===== config.mk =====
export PLATFORM = sky130hd
export DESIGN_NAME = dice_pred_rf_seq_flat
export DESIGN_NICKNAME = d
export VERILOG_FILES = /design/src/rtl/dice_pred_rf_seq_if.sv /design/src/rtl/dice_pred_rf_seq.sv /design/src/flat_wrapper.sv
export SDC_FILE = /design/constraint.sdc
export NUM_CORES = 1
export LEC_CHECK = 0
export CAP_MARGIN = 20
export CORE_ASPECT_RATIO = 1.4
export CORE_MARGIN = 4
export CORE_UTILIZATION = 55
export DETAILED_ROUTE_END_ITERATION = 7
export PLACE_DENSITY = 0.74
export SLEW_MARGIN = 10
export SYNTH_ARGS = -nofsm -noshare
export SYNTH_HDL_FRONTEND = slang
export SYNTH_SLANG_ARGS = --single-unit

===== constraint.sdc =====
create_clock -name clk -period 20.9 [get_ports clk]
set_clock_uncertainty 0.2 [all_clocks]
set_input_delay 2.09 -clock clk [delete_from_list [all_inputs] [get_ports clk]]
set_output_delay 2.09 -clock clk [all_outputs]
set_load 0.05 [all_outputs]

===== src/rtl/dice_pred_rf_seq_if.sv =====
// Control bundle between the CTA dispatcher (master) and the predicate RF
// thread-sweep sequencer (slave).
interface dice_pred_rf_seq_if #(
    parameter int NUM_PORTS     = 16,
    parameter int NUM_TID       = 512,
    parameter int MAX_CGRA_LAT  = 32,
    parameter int RF_ADDR_WIDTH = $clog2(NUM_TID),
    parameter int LAT_W         = $clog2(MAX_CGRA_LAT + 1)
);
    // launch / control
    logic                     start;
    logic [RF_ADDR_WIDTH-1:0] tid_base;
    logic [RF_ADDR_WIDTH:0]   tid_count;
    logic [LAT_W-1:0]         cgra_lat;
    logic [NUM_PORTS-1:0]     rd_mask;
    logic [NUM_PORTS-1:0]     wr_mask;
    logic                     stall;
    logic                     init_req;
    // status / RF control
    logic                     busy;
    logic                     done;
    logic                     init_done;
    logic                     clr;
    logic [NUM_PORTS-1:0]     rd_en;
    logic [RF_ADDR_WIDTH-1:0] rd_tid;
    logic [NUM_PORTS-1:0]     wr_en;
    logic [RF_ADDR_WIDTH-1:0] wr_tid;
    logic                     init_active;

    modport master (
        output start, tid_base, tid_count, cgra_lat, rd_mask, wr_mask, stall, init_req,
        input  busy, done, init_done, clr, rd_en, rd_tid, wr_en, wr_tid, init_active
    );

    modport slave (
        input  start, tid_base, tid_count, cgra_lat, rd_mask, wr_mask, stall, init_req,
        output busy, done, init_done, clr, rd_en, rd_tid, wr_en, wr_tid, init_active
    );
endinterface


===== src/rtl/dice_pred_rf_seq.sv =====
// Predicate RF thread-sweep sequencer: issues one TID per cycle as the RF read
// address, replays each TID through a latency delay line as the write-back
// address, and runs a zero-init sweep over the whole RF on request.
// Every output is a register; an action decided at a clock edge (using the
// stall value sampled at that edge) becomes visible in the following cycle.
module dice_pred_rf_seq #(
    parameter int NUM_PORTS     = 16,
    parameter int NUM_TID       = 512,
    parameter int MAX_CGRA_LAT  = 32,
    parameter int RF_ADDR_WIDTH = $clog2(NUM_TID),
    parameter int LAT_W         = $clog2(MAX_CGRA_LAT + 1)
) (
    input  logic              clk,
    input  logic              rst,
    dice_pred_rf_seq_if.slave bus
);
    localparam int DL_IW = (MAX_CGRA_LAT > 1) ? $clog2(MAX_CGRA_LAT) : 1;
    localparam int CNT_W = RF_ADDR_WIDTH + 1;
    localparam logic [RF_ADDR_WIDTH-1:0] LAST_TID = RF_ADDR_WIDTH'(NUM_TID - 1);
    localparam logic [LAT_W-1:0]         MAX_LAT  = LAT_W'(MAX_CGRA_LAT);

    typedef enum logic [2:0] {IDLE, INIT, ISSUE, DRAIN, FIN} state_t;

    typedef struct packed {
        logic                     vld;
        logic [RF_ADDR_WIDTH-1:0] tid;
    } dl_ent_t;

    state_t state, state_n;

    // launch context, captured on an accepted start
    logic [CNT_W-1:0]         cnt;
    logic [NUM_PORTS-1:0]     rmask, wmask;
    logic [DL_IW-1:0]         lat_m1;
    // sweep / issue bookkeeping
    logic [RF_ADDR_WIDTH-1:0] a;
    logic [RF_ADDR_WIDTH-1:0] ptr;
    logic [CNT_W-1:0]         issued;
    logic [LAT_W-1:0]         outstanding;
    logic [LAT_W-1:0]         lat_eff;
    dl_ent_t                  dl [MAX_CGRA_LAT];
    dl_ent_t                  dl_out;

    logic acc_init, acc_start, push, adv, emerge;

    // registered outputs
    logic                     busy_q, done_q, init_done_q, clr_q, init_active_q;
    logic [NUM_PORTS-1:0]     rd_en_q, wr_en_q;
    logic [RF_ADDR_WIDTH-1:0] rd_tid_q, wr_tid_q;

    assign bus.busy        = busy_q;
    assign bus.done        = done_q;
    assign bus.init_done   = init_done_q;
    assign bus.clr         = clr_q;
    assign bus.init_active = init_active_q;
    assign bus.rd_en       = rd_en_q;
    assign bus.rd_tid      = rd_tid_q;
    assign bus.wr_en       = wr_en_q;
    assign bus.wr_tid      = wr_tid_q;

    // Tap of the delay line for the launch latency; the entry reaching it on an
    // advancing edge is the one being written back.
    assign dl_out = dl[lat_m1];
    assign emerge = adv & dl_out.vld;

    // Effective latency: 0 behaves as 1, anything beyond the line length saturates.
    always_comb begin
        if (bus.cgra_lat == '0)          lat_eff = LAT_W'(1);
        else if (bus.cgra_lat > MAX_LAT) lat_eff = MAX_LAT;
        else                             lat_eff = bus.cgra_lat;
    end

    // State register.
    always_ff @(posedge clk or posedge rst) begin
        if (rst) state <= IDLE;
        else     state <= state_n;
    end

    // Next state and per-edge actions (issue, delay-line advance).
    // The done cycle is spent in IDLE, so done_q blocks a new launch there
    // while busy is still reported.
    always_comb begin
        state_n   = state;
        acc_init  = 1'b0;
        acc_start = 1'b0;
        push      = 1'b0;
        adv       = 1'b0;
        unique case (state)
            IDLE: begin
                if (!done_q) begin
                    if (bus.init_req) begin
                        acc_init = 1'b1;
                        state_n  = INIT;
                    end else if (bus.start) begin
                        acc_start = 1'b1;
                        state_n   = (bus.tid_count == '0) ? FIN : ISSUE;
                    end
                end
            end
            INIT: begin
                if (a == LAST_TID) state_n = IDLE;
            end
            ISSUE: begin
                if (!bus.stall) begin
                    push = 1'b1;
                    adv  = 1'b1;
                    if (issued + CNT_W'(1) == cnt) state_n = DRAIN;
                end
            end
            DRAIN: begin
                if (outstanding == '0) begin
                    state_n = FIN;
                end else if (!bus.stall) begin
                    adv = 1'b1;
                    if (dl_out.vld && outstanding == LAT_W'(1)) state_n = FIN;
                end
            end
            FIN: state_n = IDLE;
            default: state_n = IDLE;
        endcase
    end

    // Launch context, sweep address, issue pointer and outstanding count.
    always_ff @(posedge clk or posedge rst) begin
        if (rst) begin
            cnt         <= '0;
            rmask       <= '0;
            wmask       <= '0;
            lat_m1      <= '0;
            a           <= '0;
            ptr         <= '0;
            issued      <= '0;
            outstanding <= '0;
        end else begin
            if (acc_init)            a <= '0;
            else if (state == INIT)  a <= a + RF_ADDR_WIDTH'(1);

            if (acc_start) begin
                cnt    <= bus.tid_count;
                rmask  <= bus.rd_mask;
                wmask  <= bus.wr_mask;
                lat_m1 <= DL_IW'(lat_eff - LAT_W'(1));
                ptr    <= bus.tid_base;
                issued <= '0;
            end else if (push) begin
                issued <= issued + CNT_W'(1);
                ptr    <= (ptr == LAST_TID) ? '0 : ptr + RF_ADDR_WIDTH'(1);
            end

            if (acc_start)             outstanding <= '0;
            else if (push && !emerge)  outstanding <= outstanding + LAT_W'(1);
            else if (emerge && !push)  outstanding <= outstanding - LAT_W'(1);
        end
    end

    // Delay line of {valid, tid}; cleared at launch, shifts only on non-stall edges.
    always_ff @(posedge clk or posedge rst) begin
        if (rst) begin
            for (int i = 0; i < MAX_CGRA_LAT; i++) dl[i] <= '0;
        end else if (acc_start) begin
            for (int i = 0; i < MAX_CGRA_LAT; i++) dl[i] <= '0;
        end else if (adv) begin
            dl[0] <= '{vld: push, tid: ptr};
            for (int i = 1; i < MAX_CGRA_LAT; i++) dl[i] <= dl[i-1];
        end
    end

    // Output registers; addresses hold whenever their enable is low.
    always_ff @(posedge clk or posedge rst) begin
        if (rst) begin
            busy_q        <= 1'b0;
            done_q        <= 1'b0;
            init_done_q   <= 1'b0;
            clr_q         <= 1'b0;
            init_active_q <= 1'b0;
            rd_en_q       <= '0;
            rd_tid_q      <= '0;
            wr_en_q       <= '0;
            wr_tid_q      <= '0;
        end else begin
            clr_q         <= acc_init | (acc_start & (bus.tid_count != '0));
            done_q        <= (state == FIN);
            init_done_q   <= (state == INIT) && (a == LAST_TID);
            busy_q        <= (state_n != IDLE) || (state == FIN);
            init_active_q <= (state_n == INIT);

            rd_en_q <= push ? rmask : '0;
            if (push && rmask != '0) rd_tid_q <= ptr;

            if (state_n == INIT) begin
                wr_en_q  <= '1;
                wr_tid_q <= acc_init ? '0 : a + RF_ADDR_WIDTH'(1);
            end else if (emerge) begin
                wr_en_q <= wmask;
                if (wmask != '0) wr_tid_q <= dl_out.tid;
            end else begin
                wr_en_q <= '0;
            end
        end
    end
endmodule

===== src/flat_wrapper.sv =====
// flat-port wrapper written by rule: the top's interface ports become plain ports
module dice_pred_rf_seq_flat 
#(
    parameter int NUM_PORTS     = 16,
    parameter int NUM_TID       = 512,
    parameter int MAX_CGRA_LAT  = 32,
    parameter int RF_ADDR_WIDTH = $clog2(NUM_TID),
    parameter int LAT_W         = $clog2(MAX_CGRA_LAT + 1)
)
  (clk, rst, bus_start, bus_tid_base, bus_tid_count, bus_cgra_lat, bus_rd_mask, bus_wr_mask, bus_stall, bus_init_req, bus_busy, bus_done, bus_init_done, bus_clr, bus_rd_en, bus_rd_tid, bus_wr_en, bus_wr_tid, bus_init_active);
  dice_pred_rf_seq_if #(.NUM_PORTS(NUM_PORTS), .NUM_TID(NUM_TID), .MAX_CGRA_LAT(MAX_CGRA_LAT), .RF_ADDR_WIDTH(RF_ADDR_WIDTH), .LAT_W(LAT_W)) bus_i ();
  input  logic clk;
  input  logic rst;
  input wire logic [$bits(bus_i.start)-1:0] bus_start;
  input wire logic [$bits(bus_i.tid_base)-1:0] bus_tid_base;
  input wire logic [$bits(bus_i.tid_count)-1:0] bus_tid_count;
  input wire logic [$bits(bus_i.cgra_lat)-1:0] bus_cgra_lat;
  input wire logic [$bits(bus_i.rd_mask)-1:0] bus_rd_mask;
  input wire logic [$bits(bus_i.wr_mask)-1:0] bus_wr_mask;
  input wire logic [$bits(bus_i.stall)-1:0] bus_stall;
  input wire logic [$bits(bus_i.init_req)-1:0] bus_init_req;
  output wire logic [$bits(bus_i.busy)-1:0] bus_busy;
  output wire logic [$bits(bus_i.done)-1:0] bus_done;
  output wire logic [$bits(bus_i.init_done)-1:0] bus_init_done;
  output wire logic [$bits(bus_i.clr)-1:0] bus_clr;
  output wire logic [$bits(bus_i.rd_en)-1:0] bus_rd_en;
  output wire logic [$bits(bus_i.rd_tid)-1:0] bus_rd_tid;
  output wire logic [$bits(bus_i.wr_en)-1:0] bus_wr_en;
  output wire logic [$bits(bus_i.wr_tid)-1:0] bus_wr_tid;
  output wire logic [$bits(bus_i.init_active)-1:0] bus_init_active;
  assign bus_i.start = bus_start;
  assign bus_i.tid_base = bus_tid_base;
  assign bus_i.tid_count = bus_tid_count;
  assign bus_i.cgra_lat = bus_cgra_lat;
  assign bus_i.rd_mask = bus_rd_mask;
  assign bus_i.wr_mask = bus_wr_mask;
  assign bus_i.stall = bus_stall;
  assign bus_i.init_req = bus_init_req;
  assign bus_busy = bus_i.busy;
  assign bus_done = bus_i.done;
  assign bus_init_done = bus_i.init_done;
  assign bus_clr = bus_i.clr;
  assign bus_rd_en = bus_i.rd_en;
  assign bus_rd_tid = bus_i.rd_tid;
  assign bus_wr_en = bus_i.wr_en;
  assign bus_wr_tid = bus_i.wr_tid;
  assign bus_init_active = bus_i.init_active;
  dice_pred_rf_seq #(.NUM_PORTS(NUM_PORTS), .NUM_TID(NUM_TID), .MAX_CGRA_LAT(MAX_CGRA_LAT), .RF_ADDR_WIDTH(RF_ADDR_WIDTH), .LAT_W(LAT_W)) u_core (.clk(clk), .rst(rst), .bus(bus_i));
endmodule

### After elaboration in Yosys (flattened, before gate mapping)

Cells that the tools add are included.

| word-level totals | value |
|---|---|
| bits in registers | 459 |
| bits in latches | 0 |
| memories kept | 0 |
| RAM bits | 0 |
| memory bits (read-only) | 0 |
| logic and storage cells | 172 |
| input port bits | 62 |
| output and inout bits | 55 |

| cells by class | value |
|---|---|
| magnitude comparators | 2 |
| reduce and logical (&&, ||, !) cells | 23 |
| divide/modulo/power cells | 0 |
| add/sub/neg operators | 6 |
| eq/ne operators | 9 |
| shifts and indexed selects | 0 |
| muxes and demuxes | 46 |
| bitwise logic cells | 4 |
| $mul | 0 |

Operators with widths:

| cell | count |
|---|---|
| two-way mux 320 bit | 2 |
| two-way mux 9 bit | 9 |
| binary-select mux 10 bit (select 5 bit) | 1 |
| two-way mux 16 bit | 3 |
| two-way mux 10 bit | 4 |
| nonzero test 16 bit | 2 |
| two-way mux 3 bit | 10 |
| adder 9 x 1 -> 9 bit, second input constant | 2 |
| equality test 9 bit, second input constant | 2 |
| two-way mux 6 bit | 3 |
| zero test 6 bit | 2 |
| one-hot mux 3 bit (4 select lines) | 1 |
| adder 10 x 1 -> 10 bit, second input constant | 1 |
| equality test 10 bit | 1 |
| zero test 10 bit | 1 |
| two-way mux 1 bit | 10 |
| two-way mux 5 bit | 2 |
| nonzero test 10 bit | 1 |
| nonzero test 2 bit | 5 |
| adder 6 x 1 -> 6 bit, second input constant | 1 |
| equality test 3 x 1 -> 1 bit, second input constant | 2 |
| equality test 3 x 2 -> 1 bit, second input constant | 2 |
| equality test 6 x 1 -> 1 bit, second input constant | 1 |
| >= comparator 6 bit, second input constant | 1 |
| 14 further kinds | 21 |

### Longest topological paths before layout

| depth | value |
|---|---|
| depth in word-level cells | 12 |
| depth in mapped cells | 17 |
| mapped depth without buffers | 13 |

### Least setup slack after synthesis

OpenSTA, ideal clock, no wires.

| path | value |
|---|---|
| kind | input -> register |
| start | in bus_stall |
| end | reg u_core.outstanding[4] |
| arrival | 4.371 ns |
| setup time | 0.132 ns |
| stages | 11 |
| data required time | 20.568 ns |
| setup slack | 16.197 ns |
| path buffers | 3 |
| cell sequence | a311o_1 > buf_2 > nor2_1 > buf_2 > inv_1 > ha_1 > clkbuf_1 > or4b_2 > a21oi_1 > xnor2_1 > nor2_1 |

| between the ends | value |
|---|---|
| word-level cells in the longest chain between the ends | 8 |
| elaborated cells on any way between the ends | 12 |
| those cells by class | mux (6); bitwise (1); reduce/logical (5) |

RTL lines:

| item | RTL line | source |
|---|---|---|
| start: declaration | flat_wrapper.sv:20 | `input wire logic [$bits(bus_i.stall)-1:0] bus_stall;` |
| two-way mux 1 bit (*) | dice_pred_rf_seq.sv:104, dice_pred_rf_seq.sv:113 |  |
| two-way mux 1 bit | dice_pred_rf_seq.sv:111 | `if (outstanding == '0) begin` |
| one-hot mux 1 bit (2 select lines) | dice_pred_rf_seq.sv:88 | `unique case (state)` |
| AND 1 bit | dice_pred_rf_seq.sv:64 | `assign emerge = adv & dl_out.vld;` |
| zero test 1 bit | dice_pred_rf_seq.sv:151 | `else if (push && !emerge) outstanding <= outstanding + LAT_W'(1);` |
| logical AND 1 bit | dice_pred_rf_seq.sv:151 |  |
| two-way mux 6 bit | dice_pred_rf_seq.sv:151 |  |
| two-way mux 6 bit | dice_pred_rf_seq.sv:150 | `if (acc_start) outstanding <= '0;` |
| end signal: assignment | dice_pred_rf_seq.sv:151 |  |
| end signal: assignment | dice_pred_rf_seq.sv:152 | `else if (emerge && !push) outstanding <= outstanding - LAT_W'(1);` |
| end: declaration | dice_pred_rf_seq.sv:39 | `logic [LAT_W-1:0] outstanding;` |

Every way passes the cells marked *; elsewhere a longest branch is shown, timed or not.
A chain may end at the register's enable or synchronous reset.

==> flow_summary.toml <==
[setup_path]
crit_path_top_delay_cell = "buf_4"
start_kind = "input pin"
cp.required_ns = 21.40
critPathCaptureType = "asynchronous set/reset pin"
worstPathArrival_ns = 5.67
cpPeakStageDelay_ns = 0.80
r2r-start = "u_core.lat_m1[1]"
crit_chain = "clkdlybuf4s50_1 -> inv_8 -> buf_16 -> buf_4 -> buf_12 -> buf_4 -> buf_16"
worstSetupPathType = "input pin to asynchronous set/reset pin"
path_max_fanout = 160
cp-startpoint = "rst"

[pwr]
switchingPower_mw = 1.12
p_per_area_nw_per_um2 = 125
p_total_mw = 3.00
clockPowerShare = 0.266
p_leak_nw = 10.5
p_seq_frac = 0.417
ir_drop_v = 0.0000819
power.internal_mw = 1.88
combPwrFrac = 0.318
swShare = 0.374

[sta]
period_needed_ns = 5.18
max_freq_mhz = 193
final_max_slew_viol_count = 0
fin_crit_sh = 0.248
relSlewSlack = 0.251
worstMarginPinSlew_ns = 1.11
rsz0062_at_grt = "false"
setup_total_negative_slack_ns = 0
setup_viol_count_final = 0
hold_viol = 0

[min_path]
min-delay-start = "u_core.bus.rd_tid[7]"
hold_path.class = "flip-flop to flip-flop"

[layout]
finalNetCount = 2266
syn2layout_area_growth_pct = 13.0
most-common-layout-cells = "nand2_1 (801), dfrtp_1 (457), a21oi_1 (337), clkdlybuf4s50_1 (116), mux4_2 (86)"
n_antenna_cell = 0
final_common_cell = "nand2_1"
drive_gt1_frac = 0.0856

[routing]
drc = 0
drt-wirelength-per-cell_microns = 17.4
ant_nets = 0
drt_iter0_drc = 1670
drt_first_pass_iters = 8
vias = 15700
avgViaCountPerCell = 5.84
wirelength_mm = 46.9

[clocking]
root_buffer = "clkbuf_16"
cts_tree = "yes"
cts.htree.levels = 2
postCtsHoldBufs = 0
clock_latency_ns = 0.55
clock_sinks = 459
clkTransAtPathRegs_ns = 0.06
cts_made_buffers = 44
postCtsSetupRepairBufs = 0
cts_buffer_depth = 3
cts_resized = 0

[die]
die_area_sq_um = 41800
initial_core_util = 0.561
coreArea_sq_um = 37800
die_h_microns = 240
dieWidth_microns = 174
io_pins = 117
rows = 84

[synth]
async_flop_share = 1.00
synth-seq-area-share = 0.542
synth_area_sq_um = 21200
ys_dominant_reg_cell = "dfrtp_1"
yosys_register_bits = 459
avgSynthCellArea_sq_um = 9.77
yosysWarnings = 0
synth_edf_count = 0
synth_nets = 2243
syn_inst = 2170
synth_cell_types = 55

[global_routing]
grt.overflow.total = 0
grtUsageTotal = 0.223
antenna_found_initial = 0
grt_max_degree = 241
grt_pass1_vias = 15500
grt_pass1_wl_mm = 78.1

[placed_design]
dp_hpwl_mm = 27.6
gp_congestion = 0.857
port_buffers = 116

[outcome]
status = "finished, final reports clean"

[run]
maxCapViolCount = 0
## state kept, by name (all words and copies together) (netlist names), 5 cells and up
register / cells
u_core.issued: 10
u_core.cnt: 10
u_core.bus.wr_tid: 9
u_core.a: 9
u_core.outstanding: 6
u_core.ptr: 9
u_core.dl: 320
u_core.lat_m1: 5
u_core.rmask: 16
u_core.bus.rd_en: 16
u_core.wmask: 16
u_core.bus.rd_tid: 9
u_core.bus.wr_en: 16
## worst max-delay path, delay by kind of cell
family                 cells  cell delay [ns]
buffers and inverters      7             3.30
## layout make-up
type	instances	area, sq um
clock inverter	9	133
multi-input combinational	1541	8990
clock buffer	64	1300
tap	473	592
sequential	459	11500
fill	2985	13900
timing repair buffer	136	1420
inverter	11	48.8
## Yosys cell counts, types with 4 or more instances
library cell    n  area share
nor2b_1         4      0.0012
a32oi_1         6      0.0025
mux2_2         10      0.0053
nand2b_1        8      0.0024
xnor2_1        22      0.0091
buf_1          16      0.0028
nor2_1         38      0.0067
a21o_1         18      0.0064
nand2_1       801        0.14
dfrtp_1       459        0.54
buf_6           5      0.0027
a22oi_1         5      0.0018
a221o_1         8      0.0038
and3_1         11      0.0032
inv_1           9      0.0016
mux4_2         86       0.091
nor3b_1         5      0.0018
clkbuf_1       76       0.013
xor2_1         11      0.0045
a21oi_1       337       0.080
buf_2          57       0.013
nand4_1         8      0.0024
o21ai_0        32      0.0076
nor3_1          7      0.0017
and2_1         22      0.0065
nand3_1        19      0.0045
mux2i_1        27       0.013
mux4_1          4      0.0050
nor4_1         13      0.0038
ha_1           11      0.0065
## logic make-up after synthesis
logic type | Yosys count | synth area share
DFF | 459 | 0.542
and+or+nand+nor | 948 | 0.180
muxes | 127 | 0.114
xor gates and xnor gates | 33 | 0.0136
AOI/OAI and AO/OA | 422 | 0.108
buffers and inverters | 170 | 0.0359
adders and majority gates | 11 | 0.00649
## worst paths after layout
path	slack [ns]	to	depth (start not counted)
max reg2reg	16.33	u_core.outstanding[5]	14
max	15.72	u_core.dl[72]	7
max in group clk	15.95	u_core.outstanding[5]	11
min	0.29	u_core.bus.rd_tid[7]	2
min reg2reg	0.29	u_core.bus.rd_tid[7]	2
min in group asynchronous	1.68	u_core.dl[255]	2
## metal layers
| metal | wire, microns | GRT usage | vias to the layer above |
|---|---|---|---|
| met5 | 0 | 0 | - |
| met4 | 962 | 0.0586 | 0 |
| met3 | 2090 | 0.0318 | 71 |
| met2 | 24000 | 0.388 | 376 |
| met1 | 19800 | 0.299 | 7909 |
| li1 | - | - | 7361 |
## per-stage QoR
| stage | utilization | cells | setup slack, ns | hold WS [ns] | area [sq um] |
|---|---|---|---|---|---|
| 2_1_floorplan | - | 2170 | 5.81 | 0.260 | 21200 |
| 3_3_place_gp | 0.593 | 2615 | 14.59 | 0.273 | 22400 |
| 3_5_place_dp | 0.593 | 2615 | 14.53 | 0.280 | 22400 |
| 4_1_cts | 0.631 | 2688 | 15.10 | 0.293 | 23900 |
| 5_1_grt | 0.634 | 2693 | 15.24 | 0.316 | 24000 |
| 6_report | 0.634 | 2693 | 15.72 | 0.287 | 24000 |
## power groups by stage
stage                     Combinational (mW)  Clock [mW]  Sequential, mW
after floorplan                        0.658           0            1.29
after global placement                 0.930           0            1.26
after detailed placement               0.950           0            1.26
after CTS                              0.955       0.811            1.25
after global routing                    1.04       0.845            1.28
final                                  0.953       0.797            1.25
Power figures use the tool's default switching activity.
